<file path="src/rtl/network_ejector_pkg.sv">
// Shared types for the VC ejector: flit type encoding, arbiter states and a
// small circular-increment helper used for the round-robin pointer.
// Imported by the ejector top; no ports, no state.
package network_ejector_pkg;

  localparam int FlitTypeWidthDefault = 2;

  typedef enum logic [FlitTypeWidthDefault-1:0] {
    HEADER      = 2'd0,
    BODY        = 2'd1,
    TAIL        = 2'd2,
    HEADER_TAIL = 2'd3
  } flit_type_t;

  typedef enum logic {
    IDLE   = 1'b0,
    LOCKED = 1'b1
  } arb_state_t;

  // (v + 1) mod n, for 0 <= v < n.
  function automatic int wrap_inc(input int v, input int n);
    return (v + 1 >= n) ? 0 : v + 1;
  endfunction

endpackage

</file>
<file path="src/rtl/network_vc_ejector_buffer_if.sv">
// Link + local-output bundle of the VC ejector.
// Link side: valid/flit/flit_type/broadcast/virtual_identifier in, per-VC ready out.
// Local side: out_valid/out_* out, out_ready in. slave = ejector, master = its environment.
interface network_vc_ejector_buffer_if #(
  parameter int FlitWidth                          = 64,
  parameter int FlitTypeWidth                      = 2,
  parameter int BroadcastWidth                     = 1,
  parameter int VirtualNetworkOrChannelIdWidth     = 2,
  parameter int NumberOfVirtualNetworksOrChannels  = 3
);

  logic                                         valid;
  logic [FlitWidth-1:0]                         flit;
  logic [FlitTypeWidth-1:0]                     flit_type;
  logic [BroadcastWidth-1:0]                    broadcast;
  logic [VirtualNetworkOrChannelIdWidth-1:0]    virtual_identifier;
  logic [NumberOfVirtualNetworksOrChannels-1:0] ready;

  logic                                         out_valid;
  logic                                         out_ready;
  logic [FlitWidth-1:0]                         out_flit;
  logic [FlitTypeWidth-1:0]                     out_flit_type;
  logic [BroadcastWidth-1:0]                    out_broadcast;
  logic [VirtualNetworkOrChannelIdWidth-1:0]    out_virtual_identifier;

  modport master (
    output valid, flit, flit_type, broadcast, virtual_identifier, out_ready,
    input  ready, out_valid, out_flit, out_flit_type, out_broadcast, out_virtual_identifier
  );

  modport slave (
    input  valid, flit, flit_type, broadcast, virtual_identifier, out_ready,
    output ready, out_valid, out_flit, out_flit_type, out_broadcast, out_virtual_identifier
  );

endinterface

</file>
<file path="src/rtl/network_vc_fifo.sv">
// Per-VC synchronous FIFO; head_data is the registered head entry (fall-through next cycle).
// Ports: push/push_data write, pop advances head, full/empty/count from registered occupancy.
// Caller never pushes when full nor pops when empty; simultaneous push+pop keeps count.
module network_vc_fifo #(
  parameter  int Width = 8,
  parameter  int Depth = 4,
  localparam int PtrW  = $clog2(Depth),
  localparam int CntW  = PtrW + 1
) (
  input  logic             clk,
  input  logic             rst,
  input  logic             push,
  input  logic [Width-1:0] push_data,
  input  logic             pop,
  output logic             full,
  output logic             empty,
  output logic [CntW-1:0]  count,
  output logic [Width-1:0] head_data
);

  logic [Width-1:0] mem [Depth];
  logic [PtrW-1:0]  wr_ptr;
  logic [PtrW-1:0]  rd_ptr;
  logic [CntW-1:0]  cnt;

  // Storage is not reset; contents are only observable through a non-empty head.
  always_ff @(posedge clk) begin
    if (push) begin
      mem[wr_ptr] <= push_data;
    end
  end

  // Depth is a power of two, so the pointers wrap by natural overflow.
  always_ff @(posedge clk) begin
    if (rst) begin
      wr_ptr <= '0;
      rd_ptr <= '0;
      cnt    <= '0;
    end else begin
      if (push) wr_ptr <= wr_ptr + 1'b1;
      if (pop)  rd_ptr <= rd_ptr + 1'b1;
      case ({push, pop})
        2'b10:   cnt <= cnt + 1'b1;
        2'b01:   cnt <= cnt - 1'b1;
        default: cnt <= cnt;
      endcase
    end
  end

  assign full      = (cnt == CntW'(Depth));
  assign empty     = (cnt == '0);
  assign count     = cnt;
  assign head_data = mem[rd_ptr];

endmodule

</file>
<file path="src/rtl/network_vc_ejector_buffer.sv">
// NoC ejection buffer: per-VN/VC FIFOs drained by a packet-aware round-robin arbiter.
// Ports: clk, rst (sync, active-high), bus (link in / local out), error_bad_vid (sticky).
// Latency >= 1 cycle; ready[i] = FIFO i not full (registered), no path from out_ready.
// NETWORK_VC_EJECTOR_STATS_EN adds flits_ejected (32b per VC) and max_occupancy ports.
module network_vc_ejector_buffer
  import network_ejector_pkg::*;
#(
  parameter  int FlitWidth                         = 64,
  parameter  int FlitTypeWidth                     = FlitTypeWidthDefault,
  parameter  int BroadcastWidth                    = 1,
  parameter  int VirtualNetworkOrChannelIdWidth    = 2,
  parameter  int NumberOfVirtualNetworksOrChannels = 3,
  parameter  int FifoDepth                         = 4,
  localparam int CntW                              = $clog2(FifoDepth) + 1
) (
  input  logic                    clk,
  input  logic                    rst,
  network_vc_ejector_buffer_if.slave bus,
  output logic                    error_bad_vid
`ifdef NETWORK_VC_EJECTOR_STATS_EN
  ,
  output logic [NumberOfVirtualNetworksOrChannels*32-1:0]   flits_ejected,
  output logic [NumberOfVirtualNetworksOrChannels*CntW-1:0] max_occupancy
`endif
);

  localparam int N        = NumberOfVirtualNetworksOrChannels;
  localparam int IdW      = VirtualNetworkOrChannelIdWidth;
  localparam int EntryW   = FlitWidth + FlitTypeWidth + BroadcastWidth;
  localparam int NumSlots = 1 << IdW;

  localparam logic [FlitTypeWidth-1:0] TypeHeader     = FlitTypeWidth'(HEADER);
  localparam logic [FlitTypeWidth-1:0] TypeTail       = FlitTypeWidth'(TAIL);
  localparam logic [FlitTypeWidth-1:0] TypeHeaderTail = FlitTypeWidth'(HEADER_TAIL);

  logic [N-1:0]                 push;
  logic [N-1:0]                 pop;
  logic [N-1:0]                 full;
  logic [N-1:0]                 empty;
  logic [N-1:0][CntW-1:0]       count;
  logic [N-1:0][EntryW-1:0]     head;

  // Padded to the full identifier space so an IdW-bit select is always in range.
  logic [NumSlots-1:0]              empty_pad;
  logic [NumSlots-1:0][EntryW-1:0]  head_pad;

  logic vid_in_range;
  logic xfer;

  arb_state_t      state_q, state_d;
  logic [IdW-1:0]  lock_q, lock_d;
  logic [IdW-1:0]  ptr_q, ptr_d;
  logic [IdW-1:0]  idle_grant;
  logic            idle_found;
  logic [IdW:0]    cand_w;
  logic [IdW-1:0]  sel;
  logic            out_vld;

  logic [EntryW-1:0]         head_sel;
  logic [FlitWidth-1:0]      head_flit;
  logic [FlitTypeWidth-1:0]  head_type;
  logic [BroadcastWidth-1:0] head_bcast;

  assign vid_in_range = (32'(bus.virtual_identifier) < N);

  // ready comes from the registered occupancy only; forced low during reset.
  always_comb begin
    bus.ready = '0;
    for (int i = 0; i < N; i++) begin
      bus.ready[i] = !rst && (count[i] != CntW'(FifoDepth));
    end
  end

  for (genvar i = 0; i < N; i++) begin : g_vc
    assign push[i] = bus.valid && vid_in_range &&
                     (bus.virtual_identifier == IdW'(i)) && !full[i];
    assign pop[i]  = xfer && (sel == IdW'(i));

    network_vc_fifo #(
      .Width (EntryW),
      .Depth (FifoDepth)
    ) u_fifo (
      .clk       (clk),
      .rst       (rst),
      .push      (push[i]),
      .push_data ({bus.flit, bus.flit_type, bus.broadcast}),
      .pop       (pop[i]),
      .full      (full[i]),
      .empty     (empty[i]),
      .count     (count[i]),
      .head_data (head[i])
    );
  end

  for (genvar s = 0; s < NumSlots; s++) begin : g_pad
    if (s < N) begin : g_real
      assign empty_pad[s] = empty[s];
      assign head_pad[s]  = head[s];
    end else begin : g_none
      assign empty_pad[s] = 1'b1;
      assign head_pad[s]  = '0;
    end
  end

  // Bad identifiers are dropped at the link; remember that it happened.
  always_ff @(posedge clk) begin
    if (rst) begin
      error_bad_vid <= 1'b0;
    end else if (bus.valid && !vid_in_range) begin
      error_bad_vid <= 1'b1;
    end
  end

  // Round-robin search: first non-empty VC at or after ptr_q, circularly.
  always_comb begin
    idle_found = 1'b0;
    idle_grant = ptr_q;
    cand_w     = '0;
    for (int k = 0; k < N; k++) begin
      cand_w = {1'b0, ptr_q} + (IdW+1)'(k);
      if (cand_w >= (IdW+1)'(N)) begin
        cand_w = cand_w - (IdW+1)'(N);
      end
      if (!idle_found && !empty_pad[cand_w[IdW-1:0]]) begin
        idle_found = 1'b1;
        idle_grant = cand_w[IdW-1:0];
      end
    end
  end

  // While locked, an empty FIFO gives bubbles rather than a VC switch.
  assign sel     = (state_q == LOCKED) ? lock_q : idle_grant;
  assign out_vld = (state_q == LOCKED) ? !empty_pad[lock_q] : idle_found;
  assign xfer    = out_vld && bus.out_ready;

  assign head_sel   = head_pad[sel];
  assign head_flit  = head_sel[EntryW-1 -: FlitWidth];
  assign head_type  = head_sel[BroadcastWidth +: FlitTypeWidth];
  assign head_bcast = head_sel[BroadcastWidth-1:0];

  assign bus.out_valid              = out_vld;
  assign bus.out_flit               = out_vld ? head_flit  : '0;
  assign bus.out_flit_type          = out_vld ? head_type  : '0;
  assign bus.out_broadcast          = out_vld ? head_bcast : '0;
  assign bus.out_virtual_identifier = out_vld ? sel        : '0;

  always_ff @(posedge clk) begin
    if (rst) begin
      state_q <= IDLE;
      lock_q  <= '0;
      ptr_q   <= '0;
    end else begin
      state_q <= state_d;
      lock_q  <= lock_d;
      ptr_q   <= ptr_d;
    end
  end

  // Any non-HEADER flit seen in IDLE is treated as a complete packet, and a
  // HEADER_TAIL seen while locked closes the packet like a TAIL, so a
  // malformed stream can never wedge the arbiter.
  always_comb begin
    state_d = state_q;
    lock_d  = lock_q;
    ptr_d   = ptr_q;
    if (xfer) begin
      case (state_q)
        IDLE: begin
          if (head_type == TypeHeader) begin
            state_d = LOCKED;
            lock_d  = sel;
          end else begin
            ptr_d = IdW'(wrap_inc(int'(sel), N));
          end
        end
        LOCKED: begin
          if (head_type == TypeTail || head_type == TypeHeaderTail) begin
            state_d = IDLE;
            ptr_d   = IdW'(wrap_inc(int'(lock_q), N));
          end
        end
        default: state_d = IDLE;
      endcase
    end
  end

`ifdef NETWORK_VC_EJECTOR_STATS_EN
  logic [N-1:0][31:0]     ejected_q;
  logic [N-1:0][CntW-1:0] max_occ_q;

  always_ff @(posedge clk) begin
    if (rst) begin
      ejected_q <= '0;
      max_occ_q <= '0;
    end else begin
      for (int i = 0; i < N; i++) begin
        if (pop[i]) ejected_q[i] <= ejected_q[i] + 32'd1;
        if (count[i] > max_occ_q[i]) max_occ_q[i] <= count[i];
      end
    end
  end

  assign flits_ejected = ejected_q;
  assign max_occupancy = max_occ_q;
`endif

endmodule

</file>
<file path="src/flat_wrapper.sv">
// flat-port wrapper written by rule: the top's interface ports become plain ports
module network_vc_ejector_buffer_flat import network_ejector_pkg::*;
#(
  parameter  int FlitWidth                         = 64,
  parameter  int FlitTypeWidth                     = FlitTypeWidthDefault,
  parameter  int BroadcastWidth                    = 1,
  parameter  int VirtualNetworkOrChannelIdWidth    = 2,
  parameter  int NumberOfVirtualNetworksOrChannels = 3,
  parameter  int FifoDepth                         = 4,
  localparam int CntW                              = $clog2(FifoDepth) + 1
)
  (clk, rst, error_bad_vid, bus_valid, bus_flit, bus_flit_type, bus_broadcast, bus_virtual_identifier, bus_out_ready, bus_ready, bus_out_valid, bus_out_flit, bus_out_flit_type, bus_out_broadcast, bus_out_virtual_identifier);
  network_vc_ejector_buffer_if #(.FlitWidth(FlitWidth), .FlitTypeWidth(FlitTypeWidth), .BroadcastWidth(BroadcastWidth), .VirtualNetworkOrChannelIdWidth(VirtualNetworkOrChannelIdWidth), .NumberOfVirtualNetworksOrChannels(NumberOfVirtualNetworksOrChannels)) bus_i ();
  input  logic clk;
  input  logic rst;
  output logic error_bad_vid;
  input wire logic [$bits(bus_i.valid)-1:0] bus_valid;
  input wire logic [$bits(bus_i.flit)-1:0] bus_flit;
  input wire logic [$bits(bus_i.flit_type)-1:0] bus_flit_type;
  input wire logic [$bits(bus_i.broadcast)-1:0] bus_broadcast;
  input wire logic [$bits(bus_i.virtual_identifier)-1:0] bus_virtual_identifier;
  input wire logic [$bits(bus_i.out_ready)-1:0] bus_out_ready;
  output wire logic [$bits(bus_i.ready)-1:0] bus_ready;
  output wire logic [$bits(bus_i.out_valid)-1:0] bus_out_valid;
  output wire logic [$bits(bus_i.out_flit)-1:0] bus_out_flit;
  output wire logic [$bits(bus_i.out_flit_type)-1:0] bus_out_flit_type;
  output wire logic [$bits(bus_i.out_broadcast)-1:0] bus_out_broadcast;
  output wire logic [$bits(bus_i.out_virtual_identifier)-1:0] bus_out_virtual_identifier;
  assign bus_i.valid = bus_valid;
  assign bus_i.flit = bus_flit;
  assign bus_i.flit_type = bus_flit_type;
  assign bus_i.broadcast = bus_broadcast;
  assign bus_i.virtual_identifier = bus_virtual_identifier;
  assign bus_i.out_ready = bus_out_ready;
  assign bus_ready = bus_i.ready;
  assign bus_out_valid = bus_i.out_valid;
  assign bus_out_flit = bus_i.out_flit;
  assign bus_out_flit_type = bus_i.out_flit_type;
  assign bus_out_broadcast = bus_i.out_broadcast;
  assign bus_out_virtual_identifier = bus_i.out_virtual_identifier;
  network_vc_ejector_buffer #(.FlitWidth(FlitWidth), .FlitTypeWidth(FlitTypeWidth), .BroadcastWidth(BroadcastWidth), .VirtualNetworkOrChannelIdWidth(VirtualNetworkOrChannelIdWidth), .NumberOfVirtualNetworksOrChannels(NumberOfVirtualNetworksOrChannels), .FifoDepth(FifoDepth)) u_core (.clk(clk), .rst(rst), .bus(bus_i), .error_bad_vid(error_bad_vid));
endmodule
</file>
<file path="config.mk">
export PLATFORM = sky130hd
export DESIGN_NAME = network_vc_ejector_buffer_flat
export DESIGN_NICKNAME = d
export VERILOG_FILES = /design/src/rtl/network_ejector_pkg.sv /design/src/rtl/network_vc_ejector_buffer_if.sv /design/src/rtl/network_vc_fifo.sv /design/src/rtl/network_vc_ejector_buffer.sv /design/src/flat_wrapper.sv
export SDC_FILE = /design/constraint.sdc
export NUM_CORES = 1
export LEC_CHECK = 0
export BUFFER_PORTS_ARGS = -buffer_cell sky130_fd_sc_hd__buf_2
export CAP_MARGIN = 10
export CORE_ASPECT_RATIO = 0.7
export CORE_MARGIN = 10
export CORE_UTILIZATION = 55
export DETAILED_ROUTE_END_ITERATION = 8
export GPL_TIMING_DRIVEN = 0
export PLACE_DENSITY = 0.79
export SYNTH_ARGS = -nofsm -noshare
export SYNTH_HDL_FRONTEND = slang
export SYNTH_SLANG_ARGS = --single-unit
</file>
<file path="constraint.sdc">
create_clock -name clk -period 3.6 [get_ports clk]
set_input_delay 0.18 -clock clk [delete_from_list [all_inputs] [get_ports clk]]
set_output_delay 0.18 -clock clk [all_outputs]
set_load 0.1 [all_outputs]
</file>
; ---- After elaboration in Yosys (flattened, before gate mapping)
; Memory sizes are Yosys's and may differ from the RTL's. A register that Yosys moved wholly into a read port is not among the register bits.
; Index checks and enable logic that the tools add are counted.
; W data, S select, Z words.
[totals]
out_inout_bits = 74
ramBits = 804
romBits = 0
memories = 3
reg_bits = 27
latchBits = 0
[mem_list]
columns = name, depth, word_bits, read_ports, rd_ports_with_merged_regs, wr, line_no
row1 = u_core.g_vc[0].u_fifo.mem, 4, 67, 1, 1, 1, network_vc_fifo.sv:21  ; logic [Width-1:0] mem [Depth];
row2 = u_core.g_vc[1].u_fifo.mem, 4, 67, 1, 1, 1, network_vc_fifo.sv:21
row3 = u_core.g_vc[2].u_fifo.mem, 4, 67, 1, 1, 1, network_vc_fifo.sv:21
[op_classes]
n_lt_le_gt_ge = 11
bitwise = 1
add_sub_neg = 19
shift = 0
n_eq_ne = 20
n_reduce_logical = 38
div = 0
n_mux = 48
mul = 0
[op_table]
columns = cell, n
row1 = $bmux W67 S2, 1
row2 = $mux W67, 1
row3 = $mux W64, 1
row4 = $mux W2, 19
row5 = $pmux W3 S2, 3
row6 = $logic_and A1 B1 Y1, 17
row7 = $mux W1, 17
row8 = $lt A2 B3 Y1 const B, 5
row9 = $eq A2 B2 Y1 const B, 7
row10 = $add A2 B1 Y2 const B, 6
row11 = $ge A3 B2 Y1 const B, 4
row12 = $eq A2 B1 Y1 const B, 5
row13 = $add A2 B1 Y3 const B, 3
row14 = $add A3 B1 Y3 const B, 3
row15 = $eq A3 B3 Y1 const B, 3
row16 = $logic_not A1 Y1, 9
row17 = $logic_not A3 Y1, 3
row18 = $ne A3 B3 Y1 const B, 3
row19 = $sub A3 B1 Y3 const B, 3
row20 = $bmux W1 S2, 4
row21 = $logic_not A2 Y1, 3
row22 = $reduce_and A3 Y1, 2
row23 = $reduce_bool A2 Y1, 3
row24 = $sub A2 B2 Y2 const B, 3
row25 = 8 further kinds, 9

; ---- Depth between registers and ports, before layout
[depth]
word_depth = 18
mapped_depth = 17
mapped_depth_nobuf = 15

; ---- Modules after synthesis
; A second synthesis with hierarchy kept.
[unflattened]
cells_unflattened = 1671
hier_area_um2 = 32884.0
[by_module_without_submodules]
columns = mod, area_each_um2, cells_per_inst, n_inst
row1 = network_vc_fifo, 10136.0, 397, 3
row2 = network_vc_ejector_buffer, 2476.1, 480, 1

; ---- Least setup slack after synthesis
; No wires, ideal clock.
[synth_timing]
path_kind = register to register
start = register u_core.ptr_q[0]
end = register u_core.g_vc[1].u_fifo.cnt[2]
setup_ns = 0.071
setup_slack_ns = -0.239
path_stages_with_launch = 16
period_less_slack_ns = 3.839
t_arrival_ns = 3.768
required_time_ns = 3.529
cell_sequence = dfxtp_1 -> inv_1 -> ha_1 -> clkbuf_1 -> o32ai_1 -> a221oi_1 -> a21oi_1 -> inv_1 -> nand2_1 -> nor2b_1 -> ha_1 -> inv_1 -> fa_1 -> xor2_1 -> or3_1 -> a21oi_1
[synth_between]
elab_chain_cells = 16
word_cells_on_any_way = 37
[synth_rtl]
columns = item, line_no
row1 = "start, declared", network_vc_ejector_buffer.sv:52  ; logic [IdW-1:0] ptr_q, ptr_d;
row2 = "start signal, assigned", network_vc_ejector_buffer.sv:155  ; ptr_q <= ptr_d;
row3 = $add A2 B1 Y3, network_vc_ejector_buffer.sv:120  ; cand_w = {1'b0, ptr_q} + (IdW+1)'(k);
row4 = $ge A3 B2 Y1 or $sub A2 B2 Y2 (tied branches), "network_vc_ejector_buffer.sv:121, network_vc_ejector_buffer.sv:122"
row5 = $mux W2, network_vc_ejector_buffer.sv:121  ; if (cand_w >= (IdW+1)'(N)) begin
row6 = $bmux W1 S2, network_vc_ejector_buffer.sv:124  ; if (!idle_found && !empty_pad[cand_w[IdW-1:0]]) begin
row7 = $mux W1 (implied by the code), network_vc_ejector_buffer.sv:124
row8 = $logic_not A1 Y1, network_vc_ejector_buffer.sv:124
row9 = $logic_and A1 B1 Y1, network_vc_ejector_buffer.sv:124
row10 = $mux W1, network_vc_ejector_buffer.sv:124
row11 = (+2 left out), --
row12 = $mux W1 *, network_vc_ejector_buffer.sv:124
row13 = $mux W1 *, network_vc_ejector_buffer.sv:133  ; assign out_vld = (state_q == LOCKED) ? !empty_pad[lock_q] : idle_found;
row14 = net bus_out_valid, flat_wrapper.sv:24  ; output wire logic [$bits(bus_i.out_valid)-1:0] bus_out_valid;
row15 = $logic_and A1 B1 Y1 *, network_vc_ejector_buffer.sv:134  ; assign xfer = out_vld && bus.out_ready;
row16 = $logic_and A1 B1 Y1 *, network_vc_ejector_buffer.sv:77  ; assign pop[i] = xfer && (sel == IdW'(i));
row17 = net u_core.g_vc[1].u_fifo.pop, network_vc_fifo.sv:14  ; input logic pop,
row18 = $eq A2 B1 Y1 or $eq A2 B2 Y1 (tied branches), network_vc_fifo.sv:42  ; case ({push, pop})
row19 = $pmux W3 S2 or $reduce_bool A2 Y1 (tied branches), --
row20 = "end signal, assigned", network_vc_fifo.sv:43  ; 2'b10: cnt <= cnt + 1'b1;
row21 = "end signal, assigned", network_vc_fifo.sv:44  ; 2'b01: cnt <= cnt - 1'b1;
row22 = "end signal, assigned", network_vc_fifo.sv:45  ; default: cnt <= cnt;
row23 = "end, declared", network_vc_fifo.sv:24  ; logic [CntW-1:0] cnt;
; Mark *: on every way through the listed nets, which the timed path passes. The rest lies on a longest branch. The select of a mux whose other input is x is not followed.
; A chain may end at the register's enable or synchronous reset.

; ---- Final worst setup path
[layout_timing]
start = register u_core.g_vc[1].u_fifo.cnt[0]
end = output bus_out_flit[53]
[layout_between]
elab_chain_cells = 13
word_cells_on_any_way = 26
[layout_rtl]
columns = item, line_no
row1 = $logic_not A3 Y1 *, network_vc_fifo.sv:51  ; assign empty = (cnt == '0);
row2 = $bmux W1 S2, network_vc_ejector_buffer.sv:124
row3 = $mux W1 (implied by the code), network_vc_ejector_buffer.sv:124
row4 = $logic_not A1 Y1, network_vc_ejector_buffer.sv:124
row5 = $logic_and A1 B1 Y1, network_vc_ejector_buffer.sv:124
row6 = $mux W1, network_vc_ejector_buffer.sv:124
row7 = $logic_not A1 Y1, network_vc_ejector_buffer.sv:124
row8 = $logic_and A1 B1 Y1, network_vc_ejector_buffer.sv:124
row9 = $mux W2, network_vc_ejector_buffer.sv:124
row10 = $mux W2, network_vc_ejector_buffer.sv:132  ; assign sel = (state_q == LOCKED) ? lock_q : idle_grant;
row11 = $bmux W67 S2, network_vc_ejector_buffer.sv:136  ; assign head_sel = head_pad[sel];
row12 = $mux W67 (implied by the code), network_vc_ejector_buffer.sv:136
row13 = $mux W64 *, network_vc_ejector_buffer.sv:142  ; assign bus.out_flit = out_vld ? head_flit : '0;
row14 = "end, declared", flat_wrapper.sv:25  ; output wire logic [$bits(bus_i.out_flit)-1:0] bus_out_flit;
; Every way passes the cells marked *; elsewhere a longest branch is shown, timed or not. The select of a mux whose other input is x is not followed.

==> reports/qor.yml <==
synthesis:
  synth_common_cells: "edfxtp_1 (804), mux4_2 (201), nor2_1 (168)"
  syn_avg_cell_area_um2: 20.4
  ys_seq_area_frac: 0.762
  syn-instance-count: 1595
  yosys.area.top_type: "edfxtp_1"
  synth_area_um2: 32600
  synth.top_cell.area_share: 0.741
  ys.flop_type: "edfxtp_1"
  synth-seq-cells: 837
  synth.distinct_cells: 47
  synth_edf_count: 804
  async_reset_ff_frac: 0
  yosysMostFrequentCell: "edfxtp_1"
  synth_fp_nets: 1688
  synth_area_leaders: "edfxtp_1 (74%), mux4_2 (14%), mux2i_1 (2.3%)"
  ys_warn_count: 0
placed_design:
  place_congestion: 0.805
  portBuffers: 145
  dp.cells: 2551
  dp_hpwl_um: 42900
finish:
  final_layout_size_suffix_gt1_frac: 0.388
  final_core_utilization: 0.689
  final_cells: 2798
  syn_to_final_growth_pct: 23.8
  fin_nets: 2027
timing:
  max_freq_ghz: 0.265
  fin_crit_sh: 1.05
  fin_skew_ns: 0.0124
  finalCriticalPeriod_ns: 3.77
  slew_headroom: 0.364
  setup-violations-final: 60
  slew_viol_final: 0
  setup_ws_ns: -0.172
  tightestPinTransition_ns: 0.947
  rsz0062_at_grt: "true"
  final-hold-violation-count: 0
clock_network:
  cts_max_level: 3
  cts.clk_slew.worst_paths_ns: 0.07
  cts_root_buf: "clkbuf_16"
  worstSkewPairLatency_ns: 0.62
  tritoncts: "built"
  cts_buffers: 79
  cts_sinks: 837
  cts_max_path_buffers: 3
status:
  outcome: "complete, but fails checks"
  violations: "setup timing"
die:
  initial_utilization: 0.557
  die_w_um: 311
  core_um2: 58500
  die_area_um2: 69500
  io_pins: 147
  die_h_um: 224
  rows: 74
critical_path:
  slowest_stage: "or3_1"
  critPathKind: "flip-flop to primary output"
  crit_fanout: 10
  cpPeakStageDelay_ns: 0.41
  end_kind: "primary output"
  worstSetupStartpointType: "flip-flop"
  worst-endpoint-required_ns: 3.42
  arrival_ns: 3.59
  crit_chain: "or3_1 > buf_2 > mux2i_2 > o211ai_1 > a31oi_4 > buf_12 > buf_12 > buf_12 > mux2i_2 > nor2_1 > a21oi_1 > nor2_2 > buf_12"
  r2r.worst_path.cells: 15
  crit_top_cell: "buf_12"
routing:
  drc: 0
  drt_first_pass_iters: 5
  ant_nets: 0
  first_iter_violations: 1997
  post_drt_wl_per_cell_um: 28.4
  wl_um: 79400
  vias_per_cell: 6.25
  vias: 17500
grt:
  grt_max_degree: 46
  grt_first_pass_wirelength_um: 117000
  grt-ovfl-total: 0
  grt_use_total: 0.223
  grt_pass1_vias: 18200
  antenna_found_initial: 2
hold_path:
  hp-class: "input pin to flip-flop"
  hold_depth: 4
job:
  maxCapViolations: 0
routing by layer:
metal | vias to the layer above | track usage | share of wire
li1 | 7161 | - | -
met1 | 9099 | 0.300 | 0.39
met2 | 1066 | 0.361 | 0.49
met3 | 170 | 0.0522 | 0.090
met4 | 0 | 0.0728 | 0.029
met5 | - | 0 | 0
worst paths after layout:
path	start	endpoint	slack, ns
worst max-delay path	u_core.g_vc[1].u_fifo.count[0]	bus_out_flit[53]	-0.17
worst min-delay path	bus_out_ready	u_core.g_vc[1].u_fifo.rd_ptr[1]	0.06
worst max register to register	u_core.g_vc[1].u_fifo.count[0]	u_core.g_vc[2].u_fifo.count[2]	-0.15
worst min register to register	u_core.g_vc[2].u_fifo.rd_ptr[1]	u_core.g_vc[2].u_fifo.rd_ptr[1]	0.55
repair_timing:
item / 4_1_cts / 5_1_grt
hold endpoints to repair: 808 / 0
hold buffers: 70 / 0
setup endpoints to repair: 85 / 75
gates cloned: 4 / 2
pin swaps: 14 / 21
resized for setup: 369 / 166
buffers inserted: 14 / 12
worst max-delay path: cells and delay by family (launching register included):
| kind | cells | cell delay, ns |
|---|---|---|
| AND/OR/NAND/NOR | 3 | 0.57 |
| buffers and inverters | 5 | 0.93 |
| flip-flops | 1 | 0.37 |
| AO/OA/AOI/OAI | 3 | 0.64 |
| multiplexers | 2 | 0.45 |
cell families (layout without fill, tap and decap cells):
| group | after synthesis | count (layout) | synth area share |
|---|---|---|---|
| AOI/OAI and AO/OA | 116 | 116 | 0.0210 |
| muxes | 276 | 276 | 0.162 |
| DFF | 837 | 837 | 0.762 |
| xor gates and xnor gates | 15 | 15 | 0.00403 |
| adders and majority gates | 20 | 20 | 0.00837 |
| and+or+nand+nor | 223 | 223 | 0.0294 |
| buffers and inverters | 108 | 510 | 0.0135 |
| other | 0 | 3 | 0 |
metrics by stage:
step	area [um^2]	hold slack (ns)	TNS [ns]	setup WS, ns
after floorplan	32700	0.279	0	0.00920
after global placement	34500	0.450	-1146.52	-1.72
after detailed placement	34800	0.466	-31.92	-0.961
after CTS	39600	0.0181	-1.65	-0.111
after global routing	40300	0.0572	-10.70	-0.257
final	40300	0.0553	-5.42	-0.172
area by class of cell:
cell class / count / area (um^2)
Buffer: 84 / 646
Clock inverter: 44 / 489
Antenna cell: 3 / 7.51
Multi-Input combinational cell: 650 / 8280
Sequential cell: 837 / 24800
Tap cell: 798 / 998
Inverter: 23 / 90.1
Timing Repair Buffer: 259 / 2880
Clock buffer: 100 / 2120
Fill cell: 3496 / 18200
placed cells by master (no fill, tap or decap), drive strengths merged, types with 2 or more instances in the layout:
| master | n |
|---|---|
| a21oi | 79 |
| a221oi | 5 |
| a31oi | 3 |
| and2 | 17 |
| and3 | 3 |
| buf | 221 |
| bufinv | 10 |
| clkbuf | 151 |
| clkinv | 27 |
| clkinvlp | 5 |
| dfxtp | 33 |
| diode | 3 |
| dlygate4sd3 | 70 |
| edfxtp | 804 |
| fa | 3 |
| ha | 17 |
| inv | 25 |
| mux2i | 75 |
| mux4 | 201 |
| nand2 | 7 |
| nand2b | 3 |
| nand4 | 2 |
| nor2 | 168 |
| nor2b | 3 |
| nor3 | 7 |
| o211ai | 3 |
| o21ai | 8 |
| o22ai | 3 |
| o31a | 2 |
| o31ai | 2 |
| o32ai | 2 |
| or3 | 8 |
| xnor2 | 6 |
| xor2 | 9 |
flip-flops by register name, indices dropped and copies added, names as in the netlist, named ones only:
register / count
u_core.lock_q: 2
u_core.g_vc.u_fifo.count: 9
u_core.ptr_q: 2
u_core.g_vc.u_fifo.mem: 804
u_core.g_vc.u_fifo.wr_ptr: 6
u_core.error_bad_vid: 1
u_core.state_q: 1
u_core.g_vc.u_fifo.rd_ptr: 6
Power is left out: the tool's default activity adds up to more than one toggle a clock period on the data nets, which glitch-free logic cannot reach.
